===== src/rtl/VX_gpu_pkg.sv =====
// Shared GPU types: commit beat layout, sizing constants and small helpers
// used by the commit arbiter and its skid buffer.
package VX_gpu_pkg;

  localparam int NUM_THREADS = 4;
  localparam int UUID_W      = 16;
  localparam int NW_W        = 2;
  localparam int XLEN        = 32;
  localparam int NUM_REGS_W  = 5;
  localparam int PID_W       = 1;

  function automatic int log2up(input int n);
    return (n > 1) ? $clog2(n) : 1;
  endfunction

  localparam int COMMIT_NUM_INPUTS = 4;
  localparam int COMMIT_SEL_W      = log2up(COMMIT_NUM_INPUTS);

  typedef struct packed {
    logic [UUID_W-1:0]                 uuid;
    logic [NW_W-1:0]                   wid;
    logic [NUM_THREADS-1:0]            tmask;
    logic [XLEN-1:0]                   PC;
    logic                              wb;
    logic [NUM_REGS_W-1:0]             rd;
    logic [NUM_THREADS-1:0][XLEN-1:0]  data;
    logic [PID_W-1:0]                  pid;
    logic                              sop;
    logic                              eop;
  } commit_data_t;

  localparam int COMMIT_DATAW = $bits(commit_data_t);

  typedef enum logic {
    ARB_OPEN   = 1'b0,
    ARB_LOCKED = 1'b1
  } arb_state_t;

endpackage


===== src/rtl/vx_commit_skid.sv =====
// Two-entry skid buffer. Upstream ready comes only from occupancy, so it never
// depends combinationally on downstream ready.
module vx_commit_skid #(
  parameter int DATAW = 8
) (
  input  logic             clk,
  input  logic             reset,
  input  logic             in_valid,
  input  logic [DATAW-1:0] in_data,
  output logic             in_ready,
  output logic             out_valid,
  output logic [DATAW-1:0] out_data,
  input  logic             out_ready
);

  logic [DATAW-1:0] mem [2];
  logic             rd_ptr;
  logic             wr_ptr;
  logic [1:0]       count;
  logic             push;
  logic             pop;

  assign in_ready  = (count != 2'd2);
  assign out_valid = (count != 2'd0);
  assign out_data  = mem[rd_ptr];
  assign push      = in_valid && in_ready;
  assign pop       = out_valid && out_ready;

  always_ff @(posedge clk) begin
    if (reset) begin
      rd_ptr <= 1'b0;
      wr_ptr <= 1'b0;
      count  <= 2'd0;
      mem[0] <= '0;
      mem[1] <= '0;
    end else begin
      if (push) begin
        mem[wr_ptr] <= in_data;
        wr_ptr      <= ~wr_ptr;
      end
      if (pop) begin
        rd_ptr <= ~rd_ptr;
      end
      case ({push, pop})
        2'b10:   count <= count + 2'd1;
        2'b01:   count <= count - 2'd1;
        default: count <= count;
      endcase
    end
  end

endmodule


===== src/rtl/vx_commit_arb.sv =====
// Commit arbiter: round-robin over execute-unit commit sources with packet
// locking, a skid-buffered output, commit counters and a sticky protocol flag.
module vx_commit_arb
  import VX_gpu_pkg::*;
#(
  parameter int NUM_INPUTS = 4,
  parameter int NUM_LANES  = NUM_THREADS,
  parameter int SEL_W      = log2up(NUM_INPUTS)
) (
  input  logic                          clk,
  input  logic                          reset,
  input  logic         [NUM_INPUTS-1:0] in_valid,
  input  commit_data_t [NUM_INPUTS-1:0] in_data,
  output logic         [NUM_INPUTS-1:0] in_ready,
  output logic                          out_valid,
  output commit_data_t                  out_data,
  input  logic                          out_ready,
  output logic         [SEL_W-1:0]      out_sel,
  output logic         [63:0]           instr_count,
  output logic         [63:0]           thread_count,
  output logic                          proto_err
);

  // Handshake: a beat moves on any port exactly when valid && ready at a rising
  // edge; valid, once raised, is expected to hold with stable data until taken.

  arb_state_t       state;
  logic [SEL_W-1:0] lock_src;
  logic [SEL_W-1:0] rr_ptr;
  logic [SEL_W-1:0] grant;
  logic             grant_valid;
  logic             buf_ready;
  logic             fire;
  commit_data_t     beat;
  logic             out_fire;
  logic [SEL_W+COMMIT_DATAW-1:0] skid_out;

  function automatic logic [SEL_W-1:0] wrap_idx(input int v);
    return SEL_W'(v % NUM_INPUTS);
  endfunction

  function automatic logic [63:0] lane_count(input logic [NUM_THREADS-1:0] m);
    logic [63:0] n;
    n = '0;
    for (int i = 0; i < NUM_LANES; i++) begin
      n = n + 64'(m[i]);
    end
    return n;
  endfunction

  // Scan downwards so the source closest to rr_ptr is the last (winning) hit.
  always_comb begin
    grant       = rr_ptr;
    grant_valid = 1'b0;
    if (state == ARB_LOCKED) begin
      grant       = lock_src;
      grant_valid = in_valid[lock_src];
    end else begin
      for (int k = NUM_INPUTS - 1; k >= 0; k--) begin
        if (in_valid[wrap_idx(int'(rr_ptr) + k)]) begin
          grant       = wrap_idx(int'(rr_ptr) + k);
          grant_valid = 1'b1;
        end
      end
    end
  end

  always_comb begin
    in_ready = '0;
    if (grant_valid && buf_ready) begin
      in_ready[grant] = 1'b1;
    end
  end

  assign fire     = grant_valid && buf_ready;
  assign beat     = in_data[grant];
  assign out_fire = out_valid && out_ready;

  always_ff @(posedge clk) begin
    if (reset) begin
      state     <= ARB_OPEN;
      lock_src  <= '0;
      rr_ptr    <= '0;
      proto_err <= 1'b0;
    end else if (fire) begin
      rr_ptr <= wrap_idx(int'(grant) + 1);
      if (state == ARB_LOCKED) begin
        if (beat.sop) proto_err <= 1'b1;
        if (beat.eop) state <= ARB_OPEN;
      end else begin
        if (!beat.sop) proto_err <= 1'b1;
        if (beat.sop && !beat.eop) begin
          state    <= ARB_LOCKED;
          lock_src <= grant;
        end
      end
    end
  end

  always_ff @(posedge clk) begin
    if (reset) begin
      instr_count  <= '0;
      thread_count <= '0;
    end else if (out_fire) begin
      thread_count <= thread_count + lane_count(out_data.tmask);
      if (out_data.eop) instr_count <= instr_count + 64'd1;
    end
  end

  vx_commit_skid #(
    .DATAW (SEL_W + COMMIT_DATAW)
  ) skid (
    .clk       (clk),
    .reset     (reset),
    .in_valid  (fire),
    .in_data   ({grant, beat}),
    .in_ready  (buf_ready),
    .out_valid (out_valid),
    .out_data  (skid_out),
    .out_ready (out_ready)
  );

  assign {out_sel, out_data} = skid_out;

endmodule


===== config.mk =====
export PLATFORM = sky130hd
export DESIGN_NAME = vx_commit_arb
export DESIGN_NICKNAME = d
export VERILOG_FILES = /design/src/rtl/VX_gpu_pkg.sv /design/src/rtl/vx_commit_skid.sv /design/src/rtl/vx_commit_arb.sv
export SDC_FILE = /design/constraint.sdc
export NUM_CORES = 1
export LEC_CHECK = 0
export CAP_MARGIN = 20
export CORE_AREA = 2 2 424 426
export CTS_CLUSTER_DIAMETER = 30
export DETAILED_ROUTE_END_ITERATION = 6
export DIE_AREA = 0 0 426 428
export DONT_BUFFER_PORTS = 1
export GPL_TIMING_DRIVEN = 1
export HOLD_SLACK_MARGIN = 0.02
export PLACE_DENSITY_LB_ADDON = 0.05
export SYNTH_ARGS = -nofsm -noshare
export SYNTH_HDL_FRONTEND = slang
export SYNTH_HIERARCHICAL = 1
export SYNTH_SLANG_ARGS = --single-unit

===== constraint.sdc =====
create_clock -name clk -period 7.6 [get_ports clk]
set_input_delay 1.52 -clock clk [delete_from_list [all_inputs] [get_ports clk]]
set_output_delay 1.52 -clock clk [all_outputs]
set_load 0.02 [all_outputs]

======== Word level (Yosys, flattened, before mapping) ========
Memories as Yosys holds them, arrays and structs flattened. A register that Yosys moved wholly into a read port is not among the register bits.
Index checks and enable logic that the tools add are counted.
storage, ports and cells
  output and inout bits ................... 327
  bits of input ports ..................... 771
  memories ................................ 1
  bits in writable memories ............... 386
  word-level logic and storage cells ...... 90
  bits in registers ....................... 138
memories
  memory    depth  bits a word  read ports  clocked after memory_dff  write ports  line                  RTL
  skid.mem  2      193          1           1                         2            vx_commit_skid.sv:16  logic [DATAW-1:0] mem [2];
operators by class
  add/subtract/negate cells ............... 11
  magnitude comparators ................... 7
  bitwise gates (word level) .............. 3
  equal/unequal tests ..................... 5
  reductions and logical operators ........ 12
  mux-type cells .......................... 42
operators with widths
  kind                   count
  $bmux 191 s2           1
  $mux 193               1
  $reduce_or 193->1      1
  $mux 191               1
  $add 64x1->64 const B  1
  $add 64x4->64          1
  $mux 1                 26
  $lt 2x3->1 const B     6
  $bmux 1 s2             5
  $mux 2                 5
  $add 2x1->2 const B    3
  $reduce_and 3->1       2
  $logic_and 1x1->1      5
  $add 2x2->2 const B    2
  $add 3x1->4            1
  $mux 4                 1
  $ne 2x2->1 const B     2
  $pmux 2 s2             1
  $reduce_bool 2->1      2
  $add 2x1->3            1
  $not 1->1              3
  $add 1x1->2            1
  $demux 1 s2            1
  $eq 2x1->1 const B     1
  other kinds (6)        6

======== Logic depth before layout (Yosys ltp) ========
Gate-level depths: netlist of the first run.
  depth after elaboration ................. 15
  mapped depth ............................ 15
  mapped depth without buffers ............ 12

======== Cells and area by module ========
Netlist of the first run, hierarchy kept.
by module, submodules not included
  module          area an instance (µm²)  cells each  times used  sequential area each (µm²)
  vx_commit_skid  17161.5                 1269        1           11691.2
  vx_commit_arb   12000.3                 2000        1           2682.6

======== Worst setup path after synthesis of the first run ========
No wires, ideal clock.
  kind .................................... input to register
  start point ............................. input in_valid[2]
  end point ............................... memory skid/mem[1][0] (netlist bit) (enable)
  slack ................................... -0.080 ns
  stages .................................. 6
  setup time .............................. 0.588 ns
  data arrival time ....................... 7.092 ns
  data required time ...................... 7.012 ns
  buffers on the path ..................... 2
  path through ............................ mux4_2 o221a_2 clkbuf_1 nand3_2 buf_4 nand2b_1
RTL lines
  what             line                  RTL
  start, declared  vx_commit_arb.sv:12   input logic [NUM_INPUTS-1:0] in_valid,
  end, declared    vx_commit_skid.sv:16

======== Worst setup path after layout of the first run ========
  start point ............................. input in_valid[0]
  end point ............................... output in_ready[2]
between the ends
  word-level cells in the longest chain between the ends .. 12
  elaborated cells on any way between the ends .. 27
  classes of those cells .................. order compare: 2; mux: 23; reduce/logical: 2
RTL lines
  what                                                            line                 RTL
  $bmux 1 s2                                                      vx_commit_arb.sv:60  if (in_valid[wrap_idx(int'(rr_ptr) + k)]) begin
  $mux 1 (not written as such)                                    vx_commit_arb.sv:60
  $mux 2 (4 in series)                                            vx_commit_arb.sv:60
  $mux 2                                                          vx_commit_arb.sv:55  if (state == ARB_LOCKED) begin
  $lt 2x3->1 (not written as such) or $ge 2x1->1 (tied branches)  vx_commit_arb.sv:71  in_ready[grant] = 1'b1;
  $logic_and 1x1->1 (not written as such)                         vx_commit_arb.sv:71
  $mux 1 (not written as such)                                    vx_commit_arb.sv:71
  $demux 1 s2                                                     vx_commit_arb.sv:71
  $mux 4 *                                                        vx_commit_arb.sv:70  if (grant_valid && buf_ready) begin
  end, declared                                                   vx_commit_arb.sv:14  output logic [NUM_INPUTS-1:0] in_ready,
Every way passes the cells marked *; elsewhere a longest branch is shown, timed or not. The select of a mux whose other input is x is not followed.

==> flow_summary.ini, run 1 <==
[outcome]
status = completed

[clocking]
cts_tree = yes
cts_setup_buffers = 0
holdBufCountCts = 0
root_buffer = clkbuf_16
cts_buffers = 199
insertion_delay_ns = 0.78
cts_resized = 0
clock_sinks = 525
clock_path_buffers = 3
cts_htree_levels = 4
clkTransAtPathRegs_ns = 0.04

[placement]
dp_cells = 5413
hpwl_mm = 99.4
place_congestion = 0.889
place_area_mm2 = 0.0314
numPortBuffers = 0
place_ws_ns = 2.25

[floorplan]
die_w_um = 426
dieHeight_um = 428
core_area_mm2 = 0.178
dieArea_mm2 = 0.182
num_io_pins = 1098
initial_core_util_pct = 16.4
rows = 155

[critical_path]
critPathLaunchType = input pin
cp_data_required_time_ns = 6.08
arrival_ns = 3.79
end_kind = output port
r2r_slack_ns = 3.40
critPathKind = in -> out
critical_path.max_fanout = 94

[timing]
slew_viol_final = 0
slew_headroom_pct = 19.1
finalCritPeriodShare_pct = 69.9
fmax_ghz = 0.188
min_period_ns = 5.31
finalSetupViolations = 0
skew_ns = 0.0246
post-route-worst-setup-slack_ns = 2.29
hold_viol = 0
whs_ns = 0.512
worst_pin_slew_ns = 1.21
fin_setup_tns_ns = 0
grt_setup_unrepaired = false

[detailed_routing]
vias_per_cell = 4.21
vias = 24400
routed_wl_mm = 141
antenna_left = 0
initialDrtViolationCount = 1364
first_pass_iters = 5
drcViolationCount = 0
wl_per_cell_um = 24.3

[yosys]
synth-edff-count = 386
synth_cell_types = 61
ys_ff_latch = 525
yosysSeqAreaShare_pct = 49.3
synth_warnings = 6
synth_area_mm2 = 0.0292
synth_fp_nets = 4050
syn_area_per_cell_um2 = 8.92
ys.flop_type = edfxtp_1
synth_async_sr_flop_share_pct = 0
synthCells = 3269

[global_route]
grt_max_degree = 334
grt_pass1_wl_mm = 194
grt_pass1_vias = 25100
antenna_found_initial = 17
grt_overflow = 0
track_usage_pct = 14.8

[pwr]
powerDensity_mw_per_mm2 = 513
peakVddDrop_mv = 0.282
p_leak_nw = 14.4
total_power_mw = 19.3

[cells_and_area]
drive_gt1_share_pct = 15.5
final_cell_count_no_fill = 5787
design_area_mm2 = 0.0376
fillerInstances = 19600
area_growth_pct = 28.8
fin_util_pct = 21.1
fin_nets = 4041

[run]
cap_violations = 0

[worst_hold_path]
min_path_type = reg -> reg
==> area by class of cell <==
| class | count | area, µm² | area share [%] |
|---|---|---|---|
| diodes | 6 | 15.0 | 0.0400 |
| clock buffers | 269 | 5540 | 14.7 |
| clock inverters | 98 | 554 | 1.48 |
| inverters | 23 | 101 | 0.270 |
| multi-input cells | 2484 | 13700 | 36.4 |
| flip-flops and latches | 525 | 14400 | 38.3 |
| well taps | 2355 | 2950 | 7.85 |
| repair buffers | 27 | 368 | 0.979 |
==> critical path, stage by stage <==
cell	delay (ns)
inv_1	0.05
a311oi_1	0.36
a211o_1	0.26
nand2_4	0.41
inv_8	0.63
ha_1	0.26
and2_1	0.25
==> layout by cell type (no fill, tap or decap), types with 6 or more instances in the layout <==
master / instances
a21oi_1: 22
a31oi_1: 189
and2_1: 16
and3_1: 202
and4_1: 16
buf_12: 10
buf_4: 15
clkbuf_1: 46
clkbuf_16: 204
clkbuf_8: 19
clkinv_1: 42
clkinv_2: 46
dfxtp_1: 138
diode_2: 6
edfxtp_1: 386
ha_1: 7
inv_1: 21
mux2_2: 193
mux2i_1: 6
nand2_1: 813
nand2b_1: 195
nand3_1: 44
nand4_1: 31
nor2_1: 531
nor3_1: 10
nor4_1: 6
o21ai_0: 18
or3_1: 16
xnor2_1: 36
xor2_1: 75
==> routing by layer <==
metal  up-vias  wire (µm)  track usage [%]
li1      11200          -                -
met1     11900      52000             15.7
met2       994      71500             26.3
met3       197      13800             6.46
met4        14       3230             4.46
met5         -         91                0
==> worst paths after layout <==
kind	start	end	cells past startpoint
worst max-delay path	in_valid[0]	in_ready[2]	7
worst min register to register	skid/rd_ptr	skid/rd_ptr	2
worst max register to register	register	thread_count[43]	12
worst min-delay path	skid/rd_ptr	skid/rd_ptr	2
==> registers in the layout, summed over array words and instances (netlist names), named ones only <==
signal and cells:
instr_count 64, lock_src 2, proto_err 1, rr_ptr 2
skid/count 2, skid/mem 386, skid/rd_ptr 1, skid/wr_ptr 1
state 1, thread_count 64
==> cell families after synthesis <==
family                     share of synthesized area (%)
AOI/OAI and AO/OA                                   5.33
xor gates and xnor gates                            3.33
adders and majority gates                          0.506
buffers and inverters                               4.00
DFF                                                 49.3
muxes                                               7.74
and+or+nand+nor                                     29.8
==> Yosys cell counts (10+ instances only) <==
| master | count | share of area [%] |
|---|---|---|
| edfxtp_1 | 386 | 40 |
| inv_1 | 23 | 0.30 |
| dfxtp_1 | 139 | 9.5 |
| nand3_1 | 44 | 0.76 |
| buf_2 | 29 | 0.50 |
| and4_1 | 16 | 0.48 |
| clkbuf_1 | 170 | 2.2 |
| and2_1 | 16 | 0.34 |
| nand2b_1 | 197 | 4.2 |
| a21oi_1 | 22 | 0.38 |
| nand2_1 | 814 | 10 |
| nand4_1 | 31 | 0.67 |
| and3_1 | 202 | 4.3 |
| buf_4 | 23 | 0.59 |
| nor2_1 | 531 | 6.8 |
| o21ai_0 | 18 | 0.31 |
| mux2_2 | 193 | 7.5 |
| xnor2_1 | 36 | 1.1 |
| nor3_1 | 10 | 0.17 |
| or3_1 | 16 | 0.34 |
| xor2_1 | 75 | 2.3 |
| a31oi_1 | 189 | 4.1 |
==> power breakdown <==
group	switching (mW)	leakage (nW)	internal, mW
combinational	5.69	6.10	1.99
sequential	0.218	5.30	4.26
clock	2.10	3.03	5.03
total	8.00	14.4	11.3
Note: power is estimated with default switching activity, not from simulation.
==> inputs of run 2 (changes only) <==
clock period = 4.8 ns   (was 7.6 ns; I/O delays follow)
==> flow_summary.ini, run 2 (synthesis results as in run 1) <==
[outcome]
status = completed

[global_route]
grt_max_degree = 334
track_usage_pct = 15.2
grt_pass1_wl_mm = 198
grt_overflow = 0
grt_pass1_vias = 25600
antenna_found_initial = 29

[clocking]
root_buffer = clkbuf_16
cts_resized = 0
holdBufCountCts = 0
cts_buffers = 193
clock_path_buffers = 3
clock_sinks = 525
cts_setup_buffers = 0
cts_htree_levels = 4
insertion_delay_ns = 0.79
clkTransAtPathRegs_ns = 0.04
cts_tree = yes

[cells_and_area]
design_area_mm2 = 0.0376
drive_gt1_share_pct = 15.5
area_growth_pct = 29.1
fillerInstances = 19700
seq_area_mm2 = 0.0144
largest_register = skid/mem
largest_register_ffs = 386
reg_top3 = skid/mem: 386 flops, instr_count: 64 flops, thread_count: 64 flops
fin_nets = 4046
multi_input_area_mm2 = 0.0137
final_common_cell = nand2_1
final_cell_mix = nand2_1, nor2_1, edfxtp_1

[timing]
slew_viol_final = 0
post-route-worst-setup-slack_ns = 0.880
skew_ns = 0.0662
hold_viol = 0
fmax_ghz = 0.255
finalSetupViolations = 0
worst_pin_slew_ns = 1.02
finalCritPeriodShare_pct = 81.7
slew_headroom_pct = 31.8
min_period_ns = 3.92
fin_setup_tns_ns = 0
grt_setup_unrepaired = false

[placement]
place_area_mm2 = 0.0316
place_congestion = 0.883
place_ws_ns = 0.745
numPortBuffers = 0
hpwl_mm = 103

[pwr]
power.switching_mw = 12.8
power_frac_clock_pct = 36.8
peakVddDrop_mv = 0.507
switching_share_pct = 42.0
total_power_mw = 30.5
seqPwrFrac_pct = 23.2
power.combinational.fraction_pct = 40.0
p_leak_nw = 14.4
p_int_mw = 17.7
powerDensity_mw_per_mm2 = 811

[critical_path]
arrival_ns = 2.96
critical_path_buf_inv_count = 2
crit_slowest_cell = dfxtp_1
reg2reg_depth = 10
cp_data_required_time_ns = 3.84
critPathLaunchType = register
crit_path_end = in_ready[0]
cp_cell_sequence = inv_1 > nor2_1 > or2_4 > buf_12 > ha_1 > and2_1
r2r-start = rr_ptr[0]
r2r_end = skid/mem[0][181]
critPathLaunch = state
critPathMaxStageDelay_ns = 0.59
critical_path.max_fanout = 133
critPathKind = reg -> out
cp_top_family = simple AND/OR/NAND/NOR gates
end_kind = output port
crit_cells = 6
r2r_slack_ns = 1.15

[floorplan]
core_area_mm2 = 0.178
dieHeight_um = 428
initial_core_util_pct = 16.4
num_io_pins = 1098
rows = 155
die_w_um = 426
dieArea_mm2 = 0.182

[detailed_routing]
wl_per_cell_um = 24.8
vias = 24600
drcViolationCount = 0
vias_per_cell = 4.25
routed_wl_mm = 143
first_pass_iters = 5
initialDrtViolationCount = 1527
antenna_left = 0

[run]
cap_violations = 0

[worst_hold_path]
min_path_type = in -> reg
-- run 2: worst min-delay path by stage --
stage                     slack [ns]              end          start  depth (start not counted)
final                           0.29        rr_ptr[1]          reset                          1
after global routing            0.20  instr_count[54]          reset                          1
after CTS                       0.20  instr_count[63]          reset                          1
after detailed placement        0.51      lock_src[1]    lock_src[1]                          2
after global placement          0.50    skid/count[1]  skid/count[1]                          2
after floorplan                 0.46      lock_src[0]    lock_src[0]                          2
-- run 2: area by class of cell --
cell class | instances | area share, %
sequential | 525 | 38.2
inverter | 23 | 0.269
clock buffer | 258 | 14.0
tap | 2355 | 7.83
multi-input combinational | 2484 | 36.3
antenna | 12 | 0.0798
clock inverter | 91 | 2.12
timing repair buffer | 38 | 1.26
-- run 2: power by group through the flow --
stage          Sequential, mW  Clock [mW]  Combinational, mW
2_1_floorplan            7.06           0               8.03
3_3_place_gp             7.12           0               12.7
3_5_place_dp             7.15           0               12.8
4_1_cts                  7.09        11.6               12.8
5_1_grt                  7.21        11.8               13.5
6_report                 7.07        11.2               12.2
-- run 2: per-stage QoR --
stage          hold slack, ns  std cells  utilization [%]
3_3_place_gp            0.496       5425             17.8
3_5_place_dp            0.505       5425             17.8
2_1_floorplan           0.461       3269                -
5_1_grt                 0.204       5786             21.2
4_1_cts                 0.196       5774             21.2
6_report                0.288       5786             21.2
-- run 2: layer usage --
layer	global-route usage [%]	vias up	part of all wire, %	routed length [µm]
met4	5.67	12	3.1	4430
met1	15.9	12100	36	52300
met5	0	-	0.054	78
li1	-	11200	-	-
met2	27.0	1007	51	73300
met3	6.27	253	9.3	13400
==> inputs of run 3 (changes only) <==
clock period = 4.1 ns   (was 4.8 ns; I/O delays follow)
==> flow_summary.ini, run 3 (synthesis results as in run 1) <==
[outcome]
status = completed

[placement]
numPortBuffers = 0
place_ws_ns = 0.290
place_congestion = 0.903
hpwl_mm = 103

[pwr]
p_leak_nw = 14.7
peakVddDrop_mv = 0.677
powerDensity_mw_per_mm2 = 958
total_power_mw = 36.6

[timing]
slew_headroom_pct = 19.9
min_period_ns = 3.78
fmax_ghz = 0.265
finalCritPeriodShare_pct = 92.2
post-route-worst-setup-slack_ns = 0.321
finalSetupViolations = 0
hold_viol = 0
skew_ns = 0.0660
grt_setup_unrepaired = false
fin_setup_tns_ns = 0
worst_pin_slew_ns = 1.20
slew_viol_final = 0

[clocking]
clock_sinks = 525
cts_setup_buffers = 0
insertion_delay_ns = 0.80
cts_buffers = 189
cts_resized = 0
cts_tree = yes
clkTransAtPathRegs_ns = 0.04
clock_path_buffers = 3
holdBufCountCts = 0
root_buffer = clkbuf_16
cts_htree_levels = 4

[worst_hold_path]
worstHoldStart = reset
min_path_type = in -> reg
min_delay_path_depth = 1
holdPathEnd = rr_ptr[1]

[floorplan]
num_io_pins = 1098
core_area_mm2 = 0.178
initial_core_util_pct = 16.4
rows = 155
die_w_um = 426
dieArea_mm2 = 0.182
dieHeight_um = 428

[detailed_routing]
first_pass_iters = 6
vias = 24600
vias_per_cell = 4.24
initialDrtViolationCount = 1242
wl_per_cell_um = 24.5
drcViolationCount = 0
antenna_left = 0
routed_wl_mm = 142

[critical_path]
critPathKind = reg -> out
cp_cell_sequence = buf_4 > buf_12 > mux2_2
crit_slowest_cell = mux2_2
r2r_end = thread_count[44]
reg2reg_depth = 12
critPathLaunchType = register
r2r_slack_ns = 0.76
end_kind = output port
critical_path.max_fanout = 127
critPathMaxStageDelay_ns = 0.58
cp_data_required_time_ns = 3.28
arrival_ns = 2.96

[cells_and_area]
final_cell_mix = nand2_1, nor2_1, edfxtp_1
reg_top3 = skid/mem: 386 flops, instr_count: 64 flops, thread_count: 64 flops
largest_register = skid/mem
area_growth_pct = 30.9
fillerInstances = 19600
fin_nets = 4066
largest_register_ffs = 386
final_common_cell = nand2_1
drive_gt1_share_pct = 16.4

[global_route]
antenna_found_initial = 22
grt_pass1_vias = 25400
grt_pass1_wl_mm = 196
grt_max_degree = 334
track_usage_pct = 15.0
grt_overflow = 0

[run]
cap_violations = 0
-- run 3: power by group --
| group | internal, mW | total [mW] | leakage (nW) | switching [mW] |
|---|---|---|---|---|
| clock | 9.59 | 13.7 | 3.04 | 4.11 |
| sequential | 7.87 | 8.26 | 5.30 | 0.395 |
| combinational | 4.02 | 14.6 | 6.33 | 10.6 |
-- run 3: worst max-delay path by stage --
stage | start | to | slack, ns
3_5_place_dp | in_valid[0] | skid/mem[0][104] | 0.29
3_3_place_gp | in_valid[0] | skid/mem[1][101] | 0.33
2_1_floorplan | in_valid[1] | skid/mem[1][0] | 0.31
6_report | register | out_data[122] | 0.32
4_1_cts | register | out_data[99] | 0.22
5_1_grt | register | out_data[122] | 0.17
-- run 3: per-layer routing --
layer | GRT usage, % | share of wire, %
met3 | 6.11 | 9.2
met1 | 15.5 | 36
met4 | 4.74 | 2.5
met5 | 0 | 0.058
met2 | 27.3 | 52
-- run 3: critical path: cells and delay by family (launching register included) --
kind | cells | cell delay, ns
buffers and inverters | 2 | 0.76
flip-flops | 1 | 0.36
multiplexers | 1 | 0.58
-- run 3: through the flow --
step,hold WS (ns),cells,utilization (%),area [µm²]
after floorplan,0.461,3269,-,29200
after global placement,0.497,5449,17.9,31900
after detailed placement,0.511,5449,17.9,31900
after CTS,0.0364,5795,21.5,38200
after global routing,0.0818,5801,21.5,38200
final,0.155,5805,21.5,38200
-- run 3: area by class of cell --
class | instances | area, µm² | area share [%]
Multi-Input combinational cell | 2484 | 13700 | 35.8
Sequential cell | 525 | 14400 | 37.7
Clock inverter | 78 | 912 | 2.39
Clock buffer | 268 | 5390 | 14.1
Timing Repair Buffer | 62 | 778 | 2.04
Tap cell | 2355 | 2950 | 7.72
Inverter | 23 | 101 | 0.265
Antenna cell | 10 | 25.0 | 0.0655
